<file path="src/rtl/div_op_seq_pkg.sv">
// Shared definitions for the PDP-11 DIV sequencer: state encoding,
// condition-code bit positions and the quotient value that needs special
// overflow handling.
package div_op_seq_pkg;

  localparam int REG_ADDR_W = 3;

  // Most negative 16-bit quotient; the divider reports it without overflow
  // even when the true result is +32768.
  localparam logic [15:0] DIV_Q_MIN = 16'h8000;

  localparam int CC_N = 3;
  localparam int CC_Z = 2;
  localparam int CC_V = 1;
  localparam int CC_C = 0;

  typedef enum logic [2:0] {
    S_IDLE = 3'd0,
    S_CALC = 3'd1,
    S_WR_Q = 3'd2,
    S_WR_R = 3'd3,
    S_FIN  = 3'd4
  } state_t;

  // Assemble an NZVC nibble with each flag at its architectural position.
  function automatic logic [3:0] packNzvc(input logic n, input logic z,
                                          input logic v, input logic c);
    logic [3:0] f;
    f       = '0;
    f[CC_N] = n;
    f[CC_Z] = z;
    f[CC_V] = v;
    f[CC_C] = c;
    return f;
  endfunction

endpackage

</file>
<file path="src/rtl/div_op_seq_if.sv">
// Bundle of every non-clock signal around the DIV sequencer: the request
// from the instruction decoder, the handshake with the 32/16 divider and the
// register-file / condition-code write-back. The sequencer uses the slave
// modport; whoever drives start and models the divider uses master.
interface div_op_seq_if #(parameter int RADDR_W = 3);

  logic               start;
  logic [RADDR_W-1:0] reg_sel;
  logic [31:0]        dividend;
  logic [15:0]        divisor;

  logic               div_ready;
  logic [31:0]        div_dividend;
  logic [15:0]        div_divider;
  logic               div_done;
  logic [15:0]        div_quotient;
  logic [15:0]        div_remainder;
  logic               div_overflow;

  logic               rf_we;
  logic [RADDR_W-1:0] rf_waddr;
  logic [15:0]        rf_wdata;
  logic               cc_we;
  logic [3:0]         cc_nzvc;
  logic               busy;
  logic               finished;

  modport slave (
    input  start, reg_sel, dividend, divisor,
    input  div_done, div_quotient, div_remainder, div_overflow,
    output div_ready, div_dividend, div_divider,
    output rf_we, rf_waddr, rf_wdata, cc_we, cc_nzvc, busy, finished
  );

  modport master (
    output start, reg_sel, dividend, divisor,
    output div_done, div_quotient, div_remainder, div_overflow,
    input  div_ready, div_dividend, div_divider,
    input  rf_we, rf_waddr, rf_wdata, cc_we, cc_nzvc, busy, finished
  );

endinterface

</file>
<file path="src/rtl/div_op_seq.sv">
// PDP-11 DIV sequencer. Latches the operands, traps divide-by-zero, runs the
// ready/done handshake with the external divider, fixes up the divider's
// overflow detection, writes quotient to R and remainder to R|1, and emits
// the NZVC flags together with a one-cycle completion pulse.
module div_op_seq
  import div_op_seq_pkg::*;
#(
  parameter int RADDR_W = REG_ADDR_W
) (
  input logic         clk,
  input logic         reset_n,
  div_op_seq_if.slave bus
);

  state_t             r_state;
  logic [RADDR_W-1:0] r_reg;
  logic [31:0]        r_dividend;
  logic [15:0]        r_divisor;
  logic [15:0]        r_rem;
  logic               r_divReady;
  logic               r_rfWe;
  logic [RADDR_W-1:0] r_rfWaddr;
  logic [15:0]        r_rfWdata;
  logic               r_ccWe;
  logic [3:0]         r_ccNzvc;
  logic               r_busy;
  logic               r_finished;

  logic w_qMinHole;
  logic w_vFlag;

  // A quotient of 0x8000 is only legal when it really means -32768, i.e. the
  // operand signs differ; with equal signs the true result is +32768.
  assign w_qMinHole = (bus.div_quotient == DIV_Q_MIN) &&
                      (r_dividend[31] == r_divisor[15]);
  assign w_vFlag    = bus.div_overflow | w_qMinHole;

  assign bus.div_ready    = r_divReady;
  assign bus.div_dividend = r_dividend;
  assign bus.div_divider  = r_divisor;
  assign bus.rf_we        = r_rfWe;
  assign bus.rf_waddr     = r_rfWaddr;
  assign bus.rf_wdata     = r_rfWdata;
  assign bus.cc_we        = r_ccWe;
  assign bus.cc_nzvc      = r_ccNzvc;
  assign bus.busy         = r_busy;
  assign bus.finished     = r_finished;

  // Sequencer FSM; every output is registered and set on entry to the state it belongs to.
  always_ff @(posedge clk or negedge reset_n) begin
    if (!reset_n) begin
      r_state    <= S_IDLE;
      r_reg      <= '0;
      r_dividend <= '0;
      r_divisor  <= '0;
      r_rem      <= '0;
      r_divReady <= 1'b0;
      r_rfWe     <= 1'b0;
      r_rfWaddr  <= '0;
      r_rfWdata  <= '0;
      r_ccWe     <= 1'b0;
      r_ccNzvc   <= '0;
      r_busy     <= 1'b0;
      r_finished <= 1'b0;
    end else begin
      r_rfWe     <= 1'b0;
      r_ccWe     <= 1'b0;
      r_finished <= 1'b0;
      case (r_state)
        S_IDLE: begin
          if (bus.start) begin
            r_dividend <= bus.dividend;
            r_divisor  <= bus.divisor;
            r_reg      <= bus.reg_sel;
            r_busy     <= 1'b1;
            if (bus.divisor == 16'h0000) begin
              r_state    <= S_FIN;
              r_ccNzvc   <= packNzvc(1'b0, 1'b0, 1'b1, 1'b1);
              r_ccWe     <= 1'b1;
              r_finished <= 1'b1;
            end else begin
              r_state    <= S_CALC;
              r_divReady <= 1'b1;
            end
          end
        end
        S_CALC: begin
          if (bus.div_done) begin
            r_divReady <= 1'b0;
            r_rem      <= bus.div_remainder;
            if (w_vFlag) begin
              r_state    <= S_FIN;
              r_ccNzvc   <= packNzvc(1'b0, 1'b0, 1'b1, 1'b0);
              r_ccWe     <= 1'b1;
              r_finished <= 1'b1;
            end else begin
              r_ccNzvc  <= packNzvc(bus.div_quotient[15],
                                    bus.div_quotient == 16'h0000, 1'b0, 1'b0);
              r_rfWe    <= 1'b1;
              r_rfWaddr <= r_reg;
              if (r_reg[0]) begin
                r_state   <= S_WR_R;
                r_rfWdata <= bus.div_remainder;
              end else begin
                r_state   <= S_WR_Q;
                r_rfWdata <= bus.div_quotient;
              end
            end
          end
        end
        S_WR_Q: begin
          r_state   <= S_WR_R;
          r_rfWe    <= 1'b1;
          r_rfWaddr <= r_reg | RADDR_W'(1);
          r_rfWdata <= r_rem;
        end
        S_WR_R: begin
          r_state    <= S_FIN;
          r_ccWe     <= 1'b1;
          r_finished <= 1'b1;
        end
        S_FIN: begin
          r_state <= S_IDLE;
          r_busy  <= 1'b0;
        end
        default: begin
          r_state    <= S_IDLE;
          r_busy     <= 1'b0;
          r_divReady <= 1'b0;
        end
      endcase
    end
  end

endmodule

</file>
<file path="src/flat_wrapper.sv">
// flat-port wrapper written by rule: the top's interface ports become plain ports
module div_op_seq_flat import div_op_seq_pkg::*;
#(
  parameter int RADDR_W = REG_ADDR_W
)
  (clk, reset_n, bus_start, bus_reg_sel, bus_dividend, bus_divisor, bus_div_done, bus_div_quotient, bus_div_remainder, bus_div_overflow, bus_div_ready, bus_div_dividend, bus_div_divider, bus_rf_we, bus_rf_waddr, bus_rf_wdata, bus_cc_we, bus_cc_nzvc, bus_busy, bus_finished);
  div_op_seq_if #(.RADDR_W(RADDR_W)) bus_i ();
  input logic clk;
  input logic reset_n;
  input wire logic [$bits(bus_i.start)-1:0] bus_start;
  input wire logic [$bits(bus_i.reg_sel)-1:0] bus_reg_sel;
  input wire logic [$bits(bus_i.dividend)-1:0] bus_dividend;
  input wire logic [$bits(bus_i.divisor)-1:0] bus_divisor;
  input wire logic [$bits(bus_i.div_done)-1:0] bus_div_done;
  input wire logic [$bits(bus_i.div_quotient)-1:0] bus_div_quotient;
  input wire logic [$bits(bus_i.div_remainder)-1:0] bus_div_remainder;
  input wire logic [$bits(bus_i.div_overflow)-1:0] bus_div_overflow;
  output wire logic [$bits(bus_i.div_ready)-1:0] bus_div_ready;
  output wire logic [$bits(bus_i.div_dividend)-1:0] bus_div_dividend;
  output wire logic [$bits(bus_i.div_divider)-1:0] bus_div_divider;
  output wire logic [$bits(bus_i.rf_we)-1:0] bus_rf_we;
  output wire logic [$bits(bus_i.rf_waddr)-1:0] bus_rf_waddr;
  output wire logic [$bits(bus_i.rf_wdata)-1:0] bus_rf_wdata;
  output wire logic [$bits(bus_i.cc_we)-1:0] bus_cc_we;
  output wire logic [$bits(bus_i.cc_nzvc)-1:0] bus_cc_nzvc;
  output wire logic [$bits(bus_i.busy)-1:0] bus_busy;
  output wire logic [$bits(bus_i.finished)-1:0] bus_finished;
  assign bus_i.start = bus_start;
  assign bus_i.reg_sel = bus_reg_sel;
  assign bus_i.dividend = bus_dividend;
  assign bus_i.divisor = bus_divisor;
  assign bus_i.div_done = bus_div_done;
  assign bus_i.div_quotient = bus_div_quotient;
  assign bus_i.div_remainder = bus_div_remainder;
  assign bus_i.div_overflow = bus_div_overflow;
  assign bus_div_ready = bus_i.div_ready;
  assign bus_div_dividend = bus_i.div_dividend;
  assign bus_div_divider = bus_i.div_divider;
  assign bus_rf_we = bus_i.rf_we;
  assign bus_rf_waddr = bus_i.rf_waddr;
  assign bus_rf_wdata = bus_i.rf_wdata;
  assign bus_cc_we = bus_i.cc_we;
  assign bus_cc_nzvc = bus_i.cc_nzvc;
  assign bus_busy = bus_i.busy;
  assign bus_finished = bus_i.finished;
  div_op_seq #(.RADDR_W(RADDR_W)) u_core (.clk(clk), .reset_n(reset_n), .bus(bus_i));
endmodule
</file>
<file path="config.mk">
export PLATFORM = sky130hd
export DESIGN_NAME = div_op_seq_flat
export DESIGN_NICKNAME = d
export VERILOG_FILES = /design/src/rtl/div_op_seq_pkg.sv /design/src/rtl/div_op_seq_if.sv /design/src/rtl/div_op_seq.sv /design/src/flat_wrapper.sv
export SDC_FILE = /design/constraint.sdc
export NUM_CORES = 1
export LEC_CHECK = 0
export BUFFER_PORTS_ARGS = -buffer_cell sky130_fd_sc_hd__buf_2
export CORE_ASPECT_RATIO = 0.9
export CORE_MARGIN = 2
export CORE_UTILIZATION = 49
export CTS_CLUSTER_DIAMETER = 150
export DETAILED_ROUTE_END_ITERATION = 8
export GPL_TIMING_DRIVEN = 0
export PLACE_DENSITY = 0.85
export SETUP_SLACK_MARGIN = 0.2
export SLEW_MARGIN = 20
export SYNTH_ARGS = -nofsm -noshare
export SYNTH_HDL_FRONTEND = slang
export SYNTH_SLANG_ARGS = --single-unit
</file>
<file path="constraint.sdc">
create_clock -name clk -period 2.25 [get_ports clk]
set_clock_uncertainty 0.15 [all_clocks]
set_input_delay 0.675 -clock clk [delete_from_list [all_inputs] [get_ports clk]]
set_output_delay 0.675 -clock clk [all_outputs]
set_load 0.02 [all_outputs]
</file>
======== After elaboration in Yosys (flattened, before gate mapping) ========
Cells that the tools add are included.
Widths: inputs -> output; s select.
storage, ports and cells
  bits of input ports ..................... 88
  bits in registers ....................... 97
  logic and storage cells ................. 73
cells by class
  bitwise gates (word level) .............. 3
  mux-type cells .......................... 32
  reductions and logical operators ........ 15
  eq/ne operators ......................... 11
operator list
  operator              count
  $mux 16               3
  $logic_not 16->1      2
  $pmux 16 s2           1
  $mux 3                6
  $eq 16x16->1 const B  1
  $mux 4                4
  $pmux 3 s4            1
  $mux 1                11
  $ne 2x2->1 const B    4
  $pmux 4 s2            1
  $reduce_and 2->1      4
  $reduce_and 4->1      2
  $eq 3x2->1 const B    2
  $pmux 1 s3            2
  $pmux 3 s2            1
  $reduce_or 3->1       2
  $pmux 1 s2            2
  $reduce_bool 2->1     2
  $eq 3x1->1 const B    1
  $eq 3x3->1 const B    1
  $logic_not 3->1       1
  $reduce_and 3->1      1
  $ne 2x1->1 const B    1
  $not 1->1             2
  other kinds (3)       3

======== Logic depth before layout (Yosys ltp) ========
  depth in word-level cells ............... 6
  depth in mapped cells ................... 8

======== Least setup slack after synthesis ========
OpenSTA, ideal clock, no wires.
  kind .................................... in2reg
  from .................................... in bus_div_quotient[2]
  to ...................................... reg u_core.r_rfWdata[10] (netlist: u_core.bus.rf_wdata[10])
  setup slack ............................. 0.042 ns
  library setup time ...................... 0.126 ns
  data required time ...................... 1.974 ns
  stages .................................. 6
  path buffers ............................ 2
  arrival ................................. 1.932 ns
  cell sequence ........................... nor4_2 > nand4_2 > o21a_1 > buf_6 > buf_6 > a221o_1
on the way
  word-level cells in the longest chain between the ends .. 5
RTL lines
  what                               RTL line            text
  start, declared                    flat_wrapper.sv:15  input wire logic [$bits(bus_i.div_quotient)-1:0] bus_div_quotient;
  $eq 16x16->1                       div_op_seq.sv:34    assign w_qMinHole = (bus.div_quotient == DIV_Q_MIN) &&
  $logic_and 1x1->1                  div_op_seq.sv:34
  $or 1x1->1                         div_op_seq.sv:36    assign w_vFlag = bus.div_overflow | w_qMinHole;
  $ne 2x2->1 (no source line)        n/a
  $reduce_and 3->1 (no source line)  n/a
  end signal, assigned               div_op_seq.sv:103   r_rfWdata <= bus.div_remainder;
  end signal, assigned               div_op_seq.sv:106   r_rfWdata <= bus.div_quotient;
  end signal, assigned               div_op_seq.sv:115   r_rfWdata <= r_rem;
  end, declared                      div_op_seq.sv:23    logic [15:0] r_rfWdata;
No other way between the ends.
A chain may end at the register's enable or synchronous reset.

======== Final worst setup path ========
  from .................................... reg u_core.r_state[1]
  to ...................................... reg u_core.r_rfWdata[14] (netlist: u_core.bus.rf_wdata[14])
on the way
  word-level cells in the longest chain between the ends .. 3
  elaborated cells on any way between the ends .. 7
RTL lines
  what                                                                     RTL line          text
  start, declared                                                          div_op_seq.sv:15  state_t r_state;
  start signal, assigned                                                   div_op_seq.sv:52  r_state <= S_IDLE;
  start signal, assigned                                                   div_op_seq.sv:77  r_state <= S_FIN;
  start signal, assigned                                                   div_op_seq.sv:82  r_state <= S_CALC;
  $eq 3x1->1 / $eq 3x2->1 (equally long branches)                          div_op_seq.sv:69  case (r_state)
  $ne 2x2->1 (no source line) / $reduce_bool 2->1 (equally long branches)  n/a
  $reduce_and 3->1 (no source line)                                        n/a
Parallel ways exist; a longest one is shown, timed or not.

==> impl_metrics.py <==
metrics = {
    "placement": {
        "io_buffers": 163,
        "post_dp_cell_area_um2": 5290,
        "hpwl_um": 7600,
        "placed_cells": 626,
        "place_ws_ns": -0.482,
        "gp_congestion": 0.806,
    },
    "logic_synthesis": {
        "synth_fp_nets": 431,
        "synth-edff-count": 0,
        "synth.distinct_cells": 39,
        "ys_seq_elements": 97,
        "yosysWarnings": 0,
        "ys.flop_type": "dfrtp_1",
        "synthTopCellsByArea": "dfrtp_1 (57%), mux2_2 (13%), nand2_1 (4.5%)",
        "netlist_area_um2": 4260,
        "syn_avg_cell_area_um2": 12.4,
        "synthCells": 343,
        "ys_seq_area_share_pct": 57.0,
        "synth_top_area_cell": "dfrtp_1",
        "async_reset_ff_share_pct": 100,
        "synth_top_area_share_pct": 57.0,
    },
    "global_routing": {
        "grt_max_degree": 78,
        "grt-ovfl-total": 0,
        "grt_usage_pct": 22.7,
        "grt_pass1_vias": 3468,
        "grt_pass1_wl_um": 16600,
        "antenna_found_initial": 1,
    },
    "timing": {
        "worst_pin_slew_ns": 0.424,
        "drv_slew": 0,
        "setup_viol": 0,
        "fmax_ghz": 0.496,
        "slew_headroom_pct": 71.7,
        "holdWs_ns": 0.331,
        "finalHoldViolations": 0,
        "setup_slack_ns": 0.233,
        "rsz0062_at_grt": "true",
        "min_period_ns": 2.02,
        "final.period_utilization_pct": 89.7,
    },
    "drt": {
        "drt_iter0_drc": 156,
        "route.vias.total": 3516,
        "drtAntennaViolNets": 0,
        "wl_um": 10600,
        "drcViolationCount": 0,
        "vias_per_cell": 5.35,
        "dr.pass1.iters": 4,
        "avgRoutedWirePerCell_um": 16.1,
    },
    "floorplan": {
        "start_util_pct": 50.2,
        "die_w_um": 102,
        "rows": 32,
        "coreArea_um2": 8490,
        "die_h_um": 92.4,
        "ioPinCount": 164,
        "die_area_um2": 9450,
    },
    "critical_path": {
        "path_depth": 6,
        "required_ns": 2.35,
        "worstSetupPathType": "reg2reg",
        "ff2ff_path_depth": 6,
        "crit_arrival_ns": 2.12,
        "worst-path-buf-inv": 3,
        "crit_chain": "buf_2, nor3b_4, buf_12, clkbuf_2, nor2_1, a221o_1",
        "critPathMaxStageDelay_ns": 0.35,
        "critPathMaxFanout": 10,
        "end_kind": "flip-flop",
        "r2r-start": "u_core.r_state[1]",
        "cp_slowest_cell": "a221o_1",
        "reg2reg_slack_ns": 0.23,
        "crit_family": "buffers and inverters",
        "cp-start-kind": "flip-flop",
        "reg2reg_to": "u_core.bus.rf_wdata[14]",
        "startpoint": "u_core.r_state[1]",
    },
    "pwr": {
        "power_density_nw_per_um2": 1430,
        "power_leakage_nw": 2.92,
        "p_total_mw": 8.28,
        "irDropWorstVdd_mv": 0.873,
    },
    "clock_tree": {
        "cts-root-buf": "clkbuf_8",
        "cts_sinks": 97,
        "clk_latency_ns": 0.36,
        "htree_levels": 3,
        "clkTransAtPathRegs_ns": 0.10,
        "clk_path_buf_depth": 2,
        "cts_buffers": 9,
        "cts_tree": "done",
    },
    "worst_hold_path": {
        "hold_class": "reg2reg",
        "hold_start": "u_core.bus.cc_nzvc[2]",
        "min_to": "u_core.bus.cc_nzvc[2]",
        "holdPathStages": 1,
    },
    "layout": {
        "largest_reg_flops": 32,
        "nets": 621,
        "area_delta_synth_final_pct": 35.5,
        "drive_above_1_share_pct": 51.9,
        "stdcell_area_um2": 5770,
        "layoutNonFillerInstCount": 657,
        "nFillCells": 657,
        "diodes": 0,
    },
    "run_status": {
        "status": "complete, no violations",
    },
    "run": {
        "maxCapViolCount": 0,
    },
}
-- worst max-delay path by stage --
stage and endpoint:
6_report u_core.bus.rf_wdata[14], 5_1_grt u_core.bus.rf_waddr[1], 4_1_cts u_core.bus.rf_waddr[1], 3_5_place_dp u_core.bus.rf_wdata[12]
3_3_place_gp u_core.bus.div_divider[12], 2_1_floorplan u_core.bus.rf_wdata[14]
-- stage by stage --
stage	TNS (ns)	utilization, %
detailed placement	-8.01	62.3
global placement	-59.87	61.9
CTS	0	65.6
finish	0	68.0
global route	0	68.0
floorplan	0	-
-- cell usage in the layout, fill, tap and decap left out, types with 2 or more instances in the layout --
cell / count
inv_1: 7
clkbuf_2: 3
dfrtp_1: 97
a21o_1: 3
nor4_1: 4
nor3_4: 4
nor4_4: 3
clkbuf_8: 11
a21oi_1: 4
a22o_1: 17
nand2_1: 51
mux2_2: 49
nand2b_1: 3
mux2i_1: 18
buf_4: 13
a221o_1: 16
mux2_1: 2
nor2_1: 18
buf_6: 9
buf_2: 166
clkinv_4: 2
o21ai_0: 5
buf_12: 2
buf_8: 2
-- routing by layer --
layer | track usage [%] | up-vias | routed length, um
li1 | - | 1612 | -
met1 | 30.0 | 1724 | 4450
met2 | 37.4 | 167 | 5130
met3 | 6.79 | 13 | 902
met4 | 4.44 | 0 | 108
met5 | 0 | - | 0
-- cells in the mapped netlist (3+ instances only) --
library cell,number
inv_1,7
a21oi_1,4
a21o_1,3
a221o_1,16
nand2_1,51
o21ai_0,5
nor3_1,4
nor2_1,18
nor4_1,4
buf_2,10
nand2b_1,3
mux2i_1,18
mux2_2,50
dfrtp_1,97
a22o_1,17
clkbuf_1,4
buf_4,5
nor4_2,3
-- report_power, final --
part / internal [mW] / leakage, nW / total, mW / switching [mW]
Sequential: 2.60 / 1.17 / 3.08 / 0.480
Clock: 0.469 / 0.0959 / 1.09 / 0.616
Combinational: 1.84 / 1.65 / 4.12 / 2.27
Total: 4.91 / 2.92 / 8.28 / 3.37
-- repair_timing --
action	CTS	global route
resized for setup	10	25
endpoints found under the hold margin	20	0
hold buffers	1	0
cloned	0	1
setup endpoints to repair	67	65
pin swaps	4	10
setup buffers	3	10
-- logic make-up after synthesis --
logic type | share of synthesized area [%]
XOR/XNOR | 0.206
AO/OA/AOI/OAI | 10.8
multiplexers | 18.0
AND/OR/NAND/NOR | 10.5
flip-flops | 57.0
buffers and inverters | 3.55
-- final cells by class --
class | instances | area (um^2) | area share, %
multi-input combinational | 218 | 1790 | 31.0
inverter | 7 | 26.3 | 0.455
sequential | 97 | 2430 | 42.1
clock buffer | 11 | 151 | 2.62
buffer | 21 | 149 | 2.58
tap | 119 | 149 | 2.58
timing repair buffer | 179 | 1040 | 18.0
clock inverter | 5 | 38.8 | 0.672
No activity file was read; power rests on OpenSTA's default activity.
